===== src/rtl/serial_sub8.sv =====
// Bit-serial two's-complement subtractor: one full-subtractor cell plus a borrow flop,
// LSB first, with a start handshake on the operands and a valid/ack handshake on the result.
//
// state | meaning
// IDLE  | waiting for start; last result held on diff/borrow/zero
// RUN   | one difference bit produced per edge, WIDTH edges total
// DONE  | result valid, held until ack
module serial_sub8 #(
    parameter int WIDTH = 8
) (
    input  logic             clk,
    input  logic             rst,
    input  logic             start,
    input  logic [WIDTH-1:0] a_in,
    input  logic [WIDTH-1:0] b_in,
    output logic             busy,
    output logic             valid,
    input  logic             ack,
    output logic [WIDTH-1:0] diff,
    output logic             borrow,
    output logic             zero
);

    localparam int CW = (WIDTH > 2) ? $clog2(WIDTH) : 1;

    typedef enum logic [1:0] {
        IDLE = 2'd0,
        RUN  = 2'd1,
        DONE = 2'd2
    } state_t;

    state_t           state_q, state_d;
    logic [WIDTH-1:0] a_sh, b_sh, r_sh;
    logic [CW-1:0]    cnt_q;
    logic             br_q;

    logic             d_bit;
    logic             br_next;
    logic [WIDTH-1:0] r_next;
    logic             last_bit;

    always_ff @(posedge clk) begin
        if (rst) state_q <= IDLE;
        else     state_q <= state_d;
    end

    always_comb begin
        state_d = state_q;
        case (state_q)
            IDLE:    if (start)    state_d = RUN;
            RUN:     if (last_bit) state_d = DONE;
            DONE:    if (ack)      state_d = IDLE;
            default:               state_d = IDLE;
        endcase
    end

    // Full-subtractor cell on the current LSBs
    always_comb begin
        d_bit    = a_sh[0] ^ b_sh[0] ^ br_q;
        br_next  = (~a_sh[0] & b_sh[0]) | (~(a_sh[0] ^ b_sh[0]) & br_q);
        r_next   = {d_bit, r_sh[WIDTH-1:1]};
        last_bit = (cnt_q == CW'(WIDTH - 1));
    end

    always_ff @(posedge clk) begin
        if (rst) begin
            a_sh   <= '0;
            b_sh   <= '0;
            r_sh   <= '0;
            cnt_q  <= '0;
            br_q   <= 1'b0;
            diff   <= '0;
            borrow <= 1'b0;
            zero   <= 1'b0;
        end else begin
            case (state_q)
                IDLE: begin
                    if (start) begin
                        a_sh  <= a_in;
                        b_sh  <= b_in;
                        br_q  <= 1'b0;
                        cnt_q <= '0;
                    end
                end
                RUN: begin
                    a_sh  <= a_sh >> 1;
                    b_sh  <= b_sh >> 1;
                    r_sh  <= r_next;
                    br_q  <= br_next;
                    cnt_q <= cnt_q + CW'(1);
                    if (last_bit) begin
                        diff   <= r_next;
                        borrow <= br_next;
                        zero   <= (r_next == '0);
                    end
                end
                default: ;
            endcase
        end
    end

    assign busy  = (state_q != IDLE);
    assign valid = (state_q == DONE);

endmodule


===== config.mk =====
export PLATFORM = sky130hd
export DESIGN_NAME = serial_sub8
export DESIGN_NICKNAME = d
export VERILOG_FILES = /design/src/rtl/serial_sub8.sv
export SDC_FILE = /design/constraint.sdc
export NUM_CORES = 1
export LEC_CHECK = 0
export CAP_MARGIN = 30
export CORE_ASPECT_RATIO = 1.2
export CORE_MARGIN = 2
export CORE_UTILIZATION = 40
export CTS_CLUSTER_DIAMETER = 100
export DETAILED_ROUTE_END_ITERATION = 8
export PLACE_DENSITY = 0.69
export SYNTH_ARGS = -nofsm -noshare
export SYNTH_HDL_FRONTEND = slang
export SYNTH_SLANG_ARGS = --single-unit

===== constraint.sdc =====
create_clock -name clk -period 1.6 [get_ports clk]
set_clock_uncertainty 0.2 [all_clocks]
set_input_delay 0.32 -clock clk [delete_from_list [all_inputs] [get_ports clk]]
set_output_delay 0.32 -clock clk [all_outputs]
set_load 0.05 [all_outputs]

-- Word-level counts from Yosys, hierarchy flattened
Cells that the tools add are included.
W data, S select, Z words.
- bits in registers: 40
- bits in latches: 0
- memory bits (writable): 0
- bits in read-only memories: 0
- input bits: 20
- logic and storage cells: 42
- memories kept: 0
- add/sub/neg operators: 1
- multipliers: 0
- divide/modulo/power cells: 0
- order comparisons: 0
- equality and inequality tests: 6
- shifts and indexed selects: 0
- multiplexer cells: 12
- bitwise gates (word level): 7
- reductions and logical operators: 7
- operators by type and width (cell ; count):
    $pmux W8 S2 ; 2
    $mux W8 ; 2
    $logic_not A8 Y1 ; 1
    $mux W2 ; 3
    $pmux W2 S3 ; 1
    $pmux W3 S2 ; 1
    $ne A2 B2 Y1 const B ; 2
    $reduce_and A2 Y1 ; 2
    $reduce_bool A2 Y1 ; 2
    $add A3 B1 Y3 const B ; 1
    $eq A3 B3 Y1 const B ; 1
    $mux W3 ; 1
    $reduce_and A3 Y1 ; 1
    $and A1 B1 Y1 ; 2
    $eq A2 B1 Y1 const B ; 1
    $eq A2 B2 Y1 const B ; 1
    $logic_not A2 Y1 ; 1
    $ne A2 B1 Y1 const B ; 1
    $not A1 Y1 ; 2
    $pmux W1 S2 ; 1
    $xor A1 B1 Y1 ; 2
    $mux W1 ; 1
    $or A1 B1 Y1 ; 1

-- Logic depth before layout (Yosys ltp)
Gate-level depths: netlist of the first run.
- word-level depth: 5
- depth in mapped cells: 6
- mapped depth without buffers: 5

-- Least setup slack after synthesis of the first run
Ideal clock, no wire load.
- path type: register -> register
- start point: reg state_q[0]
- end point: reg state_q[1]
- data arrival time: 1.427 ns
- data required time: 1.329 ns
- setup slack: -0.097 ns
- stages on the path, launching flop included: 5
- buffers on the path: 1
- cell sequence: dfxtp_1 -> buf_6 -> nor2b_1 -> nand2b_1 -> a21oi_1
- longest elaborated chain between the ends: 3
- elaborated cells on any way between the ends: 8
- RTL lines (element ; RTL line ; text):
    start: declaration ; 32 ; state_t state_q, state_d;
    start signal: assignment ; 44 ; else state_q <= state_d;
    $eq A2 B2 Y1 (*) ; - ;
    via valid ; 17 ; output logic valid,
    $ne A2 B1 Y1 (no line) ; - ;
    $reduce_and A3 Y1 (no line) ; - ;
Mark *: on every way through the listed nets, which the timed path passes. The rest lies on a longest branch.
A chain may end at the register's enable or synchronous reset.

-- Worst setup path after layout of the first run
- start point: in start
- end point: reg b_sh[3]
- longest elaborated chain between the ends: 2
- RTL lines (element ; RTL line ; text):
    start: declaration ; 13 ; input logic start,
    $ne A2 B2 Y1 (no line) ; - ;
    $reduce_and A2 Y1 (no line) ; - ;
    end signal: assignment ; 80 ; b_sh <= b_in;
    end signal: assignment ; 87 ; b_sh <= b_sh >> 1;
    end: declaration ; 33 ; logic [WIDTH-1:0] a_sh, b_sh, r_sh;
No other way between the ends.

==> summary.md, run 1 <==
| Metric | Value |
|---|---|
| Status | finished clean |
| Clock power frac | 37.8% |
| Util after Layout | 60.4% |
| Post-route ant nets | 0 |
| PnR worst setup slack | 0.0241 ns |
| Area grow syn2layout | 46.3% |
| # DRC | 0 |
| Total CTS buffers | 5 |
| Post-synth EDFFs | 0 |
| Tot GR Track Use | 18.0% |
| Area of the mapped netlist | 1750 um^2 |
| GP Congestion | 0.790 |
| Starting Density | 41.3% |
| CP Launch Type | input port |
| CP Capture Type | register |
| Syn Nets | 230 |
| CORE AREA | 4230 um^2 |
| Critical path fanouts, max | 19 |
| Placed cells | 296 |
| Met1 wire length | 1820 um |
| Pwr Density | 869 nW/um^2 |
| Min Tclk post-route | 1.58 ns |
| Drt total wl | 3910 um |
| Synth warn | 0 |
| Layout cells sized above 1 | 28.7% |
| Ys async rst share | 0% |
| Main synth FF type | dfxtp_1 |
| Total grt overflow | 0 |
| Nets | 273 |
| Setup CP Type | input port to register |
| # rows | 26 |
| Hold WS | 0.270 ns |
| Part of the power in registers | 46.8% |
| WP data required | 1.58 ns |
| Clock Pin Slew Worst Setup and Hold Paths | 0.08 ns |
| Slew Limit Headroom | 78.2% |
| CTS tree | yes |
| CTS sink cnt | 39 |
| Combinational share of power | 15.4% |
| Post-route insts no fill | 307 |
| Total die area | 4910 um^2 |
| Placed Area | 2310 um^2 |
| Max Fclk | 635 MHz |
| Total of max-cap violations | 0 |
| Detailed placement HPWL | 2610 um |
| Worst EP arrival | 1.56 ns |
| Die Y | 76.4 um |
| N_diodes | 0 |
| Max Slew Vio Count | 0 |
| Worst VDD drop | 0.642 mV |
| Power Total | 2.22 mW |
| Routed length on met2 | 1880 um |
| CTS H-tree lvls | 2 |
| Die X | 64.3 um |
| Clock latency at the later pin of the worst-skew pair | 0.29 ns |
| Routed length on met3 | 156 um |
| Largest net degree at the start of global routing | 35 |
| Crit path max-delay cell type | clkdlybuf4s50_1 |
| Initial DRC count | 52 |
| CP max stage delay | 0.51 ns |
| Synthesized instance count | 207 |
| Min-delay worst type | register to register |
| Pre-CTS setup slack | -0.292 ns |
| Vias | 1554 |
| Post-synthesis sequential area ratio | 44.7% |
| Synthesized flop and latch total | 39 |
| Synth unique cells | 34 |
| RSZ-0062 raised after global routing | true |
| Critical path cell sequence | clkdlybuf4s50_1, buf_12, or3b_4, a21oi_2, nor3_1 |
| Ports | 32 |
| Setup-failing EPs final | 0 |
| Longest Clk Path Bufs | 2 |
| Finished layout cell area | 2560 um^2 |
| Vias/cell | 5.06 |
| Uppermost routed layer | met4 |
| Number of global-route vias before repair | 1517 |
| Pre-Repair DR Iteration Count | 4 |
| Root buffer cell | clkbuf_8 |
| WL/cell | 12.7 um |
| Worst slew pin tran | 0.327 ns |
| Net switching power figure | 0.510 mW |
| Avg Cell Area, Syn | 8.44 um^2 |
| Setup_tns | 0 ns |
| P_leak | 0.951 nW |
| First-pass GRT wire length | 7000 um |
| Final Hold Vio Count | 0 |
| Number of port buffers | 31 |
| Final period util | 98.5% |
| Initial antenna violation count | 0 |
| Switching share of power | 23.0% |
| Pint | 1.71 mW |
-- cell usage in the layout (no fill, tap or decap), drive strengths merged, types with 2 or more instances in the layout --
master	n
dfxtp	39
a21oi	32
buf	32
nand2	30
nor2	20
clkdlybuf4s50	19
nand2b	14
or3b	14
nor3	13
clkbuf	6
a211oi	4
o21ai	3
inv	2
nand4bb	2
a22oi	2
or2b	2
nor2b	2
nand3b	2
ha	2
-- final timing paths --
kind / cells past startpoint / endpoint / slack, ns / startpoint
min: 2 / diff[0] / 0.27 / r_sh[1]
max reg2reg: 5 / b_sh[3] / 0.04 / state_q[0]
min reg2reg: 2 / diff[0] / 0.27 / r_sh[1]
max: 5 / b_sh[3] / 0.02 / start
-- timing repair --
action,in CTS,in global routing
endpoints found under the setup margin,15,25
buffers inserted,4,0
pin swaps,5,16
hold buffers,0,0
resized for setup,11,25
-- Yosys cell counts, drive strengths merged, types with 3 or more instances --
master | instances | area [um^2]
o21ai | 3 | 15.0
clkbuf | 5 | 20.0
or3b | 14 | 123
dfxtp | 39 | 781
nand2b | 14 | 87.6
a211oi | 4 | 30.0
nand2 | 30 | 113
nor2 | 20 | 77.6
buf | 10 | 72.6
nor3 | 13 | 70.1
a21oi | 32 | 160
-- power groups by stage --
| stage | Sequential (mW) | Clock [mW] | Combinational (mW) |
|---|---|---|---|
| 2_1_floorplan | 1.05 | 0 | 0.183 |
| 3_3_place_gp | 1.06 | 0 | 0.293 |
| 3_5_place_dp | 1.07 | 0 | 0.297 |
| 4_1_cts | 1.04 | 0.866 | 0.320 |
| 5_1_grt | 1.04 | 0.916 | 0.379 |
| 6_report | 1.04 | 0.841 | 0.342 |
-- routing by layer --
layer | up-vias | global-route usage (%)
met5 | - | 0
met3 | 7 | 5.17
li1 | 792 | -
met1 | 727 | 23.8
met4 | 0 | 6.60
met2 | 28 | 27.9
-- logic make-up (layout without fill, tap and decap cells) --
family	after synthesis	count (layout)	share of synthesized area (%)
compound gates	44	44	14.1
fa+ha+maj	3	3	2.58
buf+inv	17	61	5.73
flops	39	39	44.7
simple gates	104	104	32.9
-- critical path: cells and delay by family --
kind / cells / cell delay, ns
simple gates: 2 / 0.44
buf+inv: 2 / 0.66
compound gates: 1 / 0.14
-- registers in the layout, indices dropped and copies added, names as in the netlist, 2 cells and up --
signal and flops:
a_sh 8, b_sh 8, state_q 2, diff 8
r_sh 7, cnt_q 3
-- final cells by class --
| type | instances | area (um^2) |
|---|---|---|
| Tap cell | 56 | 70.1 |
| Fill cell | 389 | 1670 |
| Sequential cell | 39 | 791 |
| Timing Repair Buffer | 51 | 621 |
| Inverter | 2 | 7.51 |
| Clock buffer | 6 | 82.6 |
| Clock inverter | 2 | 35.0 |
| Multi-Input combinational cell | 151 | 950 |
(Power assumes the default switching activity.)
==> inputs of run 2 (changes only) <==
--- a/config.mk
+++ b/config.mk
@@ -12,6 +12,8 @@
 export CTS_CLUSTER_DIAMETER = 100
 export DETAILED_ROUTE_END_ITERATION = 8
 export PLACE_DENSITY = 0.69
+export SETUP_SLACK_MARGIN = 0.05
 export SYNTH_ARGS = -nofsm -noshare
 export SYNTH_HDL_FRONTEND = slang
 export SYNTH_SLANG_ARGS = --single-unit
+export TNS_END_PERCENT = 10
==> summary.md, run 2 (synthesis gave the netlist of run 1 again) <==
| Metric | Value |
|---|---|
| CORE AREA | 4230 um^2 (unchanged) |
| R2r startpoint | state_q[0] |
| Biggest regs | a_sh x8, b_sh x8, diff x8 |
| R2R cell count | 5 (unchanged) |
| Critical path fanouts, max | 4 (-15) |
| Post-route ant nets | 0 (unchanged) |
| Hold WS | 0.270 ns (+0.000140 ns) |
| Total grt overflow | 0 (unchanged) |
| Final Hold Vio Count | 0 (unchanged) |
| Status | finished clean |
| Initial DRC count | 67 (+29%) |
| Number of global-route vias before repair | 1556 (+2.6%) |
| Placed Area | 2310 um^2 (unchanged) |
| Commonest non-fill, non-tap cells in the layout | dfxtp_1, nand2_1, a21oi_1 |
| GP Congestion | 0.790 (unchanged) |
| Die X | 64.3 um (unchanged) |
| Register-to-register path setup slack | 0.04 ns (about the same) |
| CTS tree | yes |
| WP data required | 1.08 ns (-0.50 ns) |
| Total CTS buffers | 5 (unchanged) |
| WL/cell | 12.6 um (-0.99%) |
| RSZ-0062 raised after global routing | true |
| Min Tclk post-route | 1.58 ns (+0.00331 ns) |
| Setup CP Type | register to output port |
| Finished layout cell area | 2590 um^2 (+1.3%) |
| Total die area | 4910 um^2 (unchanged) |
| CTS H-tree lvls | 2 (unchanged) |
| CP Launch Type | register |
| Util after Layout | 61.2% (+0.77 points) |
| Drt total wl | 3880 um (-0.67%) |
| FF-to-FF End | b_sh[0] |
| Tot GR Track Use | 18.2% (+0.15 points) |
| N_diodes | 0 (unchanged) |
| Total of max-cap violations | 0 (unchanged) |
| Vias/cell | 5.03 (-0.58%) |
| First-pass GRT wire length | 7080 um (+1.1%) |
| Pwr Density | 864 nW/um^2 (-0.59%) |
| Nets | 274 (+0.37%) |
| Slew Limit Headroom | 78.8% (+0.59 points) |
| Worst slew pin tran | 0.318 ns (-0.00882 ns) |
| Initial antenna violation count | 0 (unchanged) |
| Clock Pin Slew Worst Setup and Hold Paths | 0.08 ns (about the same) |
| Longest Clk Path Bufs | 2 (unchanged) |
| Detailed placement HPWL | 2610 um (unchanged) |
| Hold Startpoint | r_sh[1] |
| Hold Path Depth | 2 (unchanged) |
| Layout cells sized above 1 | 30.2% (+1.5 points) |
| # DRC | 0 (unchanged) |
| Area grow syn2layout | 48.2% |
| CP Capture Type | output port |
| Number of port buffers | 31 (unchanged) |
| Setup-failing EPs final | 0 (unchanged) |
| Root buffer cell | clkbuf_8 |
| End of the worst hold path | diff[0] |
| Die Y | 76.4 um (unchanged) |
| Starting Density | 41.3% (unchanged) |
| Ports | 32 (unchanged) |
| # rows | 26 (unchanged) |
| Clock latency at the later pin of the worst-skew pair | 0.29 ns (about the same) |
| Pre-Repair DR Iteration Count | 4 (unchanged) |
| Worst VDD drop | 0.647 mV (+0.75%) |
| P_leak | 0.967 nW (+1.7%) |
| Min-delay worst type | register to register |
| Largest net degree at the start of global routing | 35 (unchanged) |
| CTS sink cnt | 39 (unchanged) |
| Vias | 1550 (-0.26%) |
| Final period util | 98.7% (+0.21 points) |
| Worst EP arrival | 1.06 ns (-0.50 ns) |
| Most common cell after layout, fill and taps aside | dfxtp_1 |
| Max Fclk | 633 MHz (-0.21%) |
| Max Slew Vio Count | 0 (unchanged) |
run 2: stage by stage:
step           total power [mW]  setup WS [ns]  setup TNS [ns]  cells
5_1_grt                    2.35        -0.0342          -0.120    308
6_report                   2.24         0.0208               0    308
2_1_floorplan              1.24         0.0249               0    207
4_1_cts                    2.24        -0.0161         -0.0161    308
3_3_place_gp               1.36         -0.277           -3.96    296
3_5_place_dp               1.36         -0.292           -4.44    296
run 2: worst max-delay path: stages, from the launching register on:
cell and delay, ns:
dfxtp_4 0.37, or2_4 0.26, buf_12 0.15
run 2: what timing repair did:
action | 4_1_cts | 5_1_grt
buffers inserted | 4 | 1
gates resized for setup | 22 | 22
setup endpoints to repair | 25 | 26
endpoints found under the hold margin | 0 | 0
pin swaps | 13 | 11
hold buffers | 0 | 0
run 2: area by class of cell:
type	count	area, um^2
flip-flops and latches	39	795
clock buffers	6	82.6
fillers	382	1640
well taps	56	70.1
multi-input cells	151	961
repair buffers	52	638
clock inverters	2	35.0
inverters	2	7.51
run 2: where the power goes:
part,internal (mW),switching (mW)
Clock,0.504,0.339
Sequential,1.01,0.0269
Combinational,0.200,0.151
run 2: how the worst max path moves through the flow:
stage	start	to
floorplan	state_q[1]	busy
global placement	start	b_sh[0]
detailed placement	start	a_sh[1]
CTS	br_q	zero
global route	state_q[0]	valid
finish	state_q[0]	busy
run 2: routing by layer:
metal  global-route usage, %  vias to the layer above  wire (um)
met5                       0                        -          0
met4                    6.60                        0         55
met3                    5.17                        7        135
met2                    28.9                       23       1870
met1                    23.4                      724       1820
li1                        -                      796          -
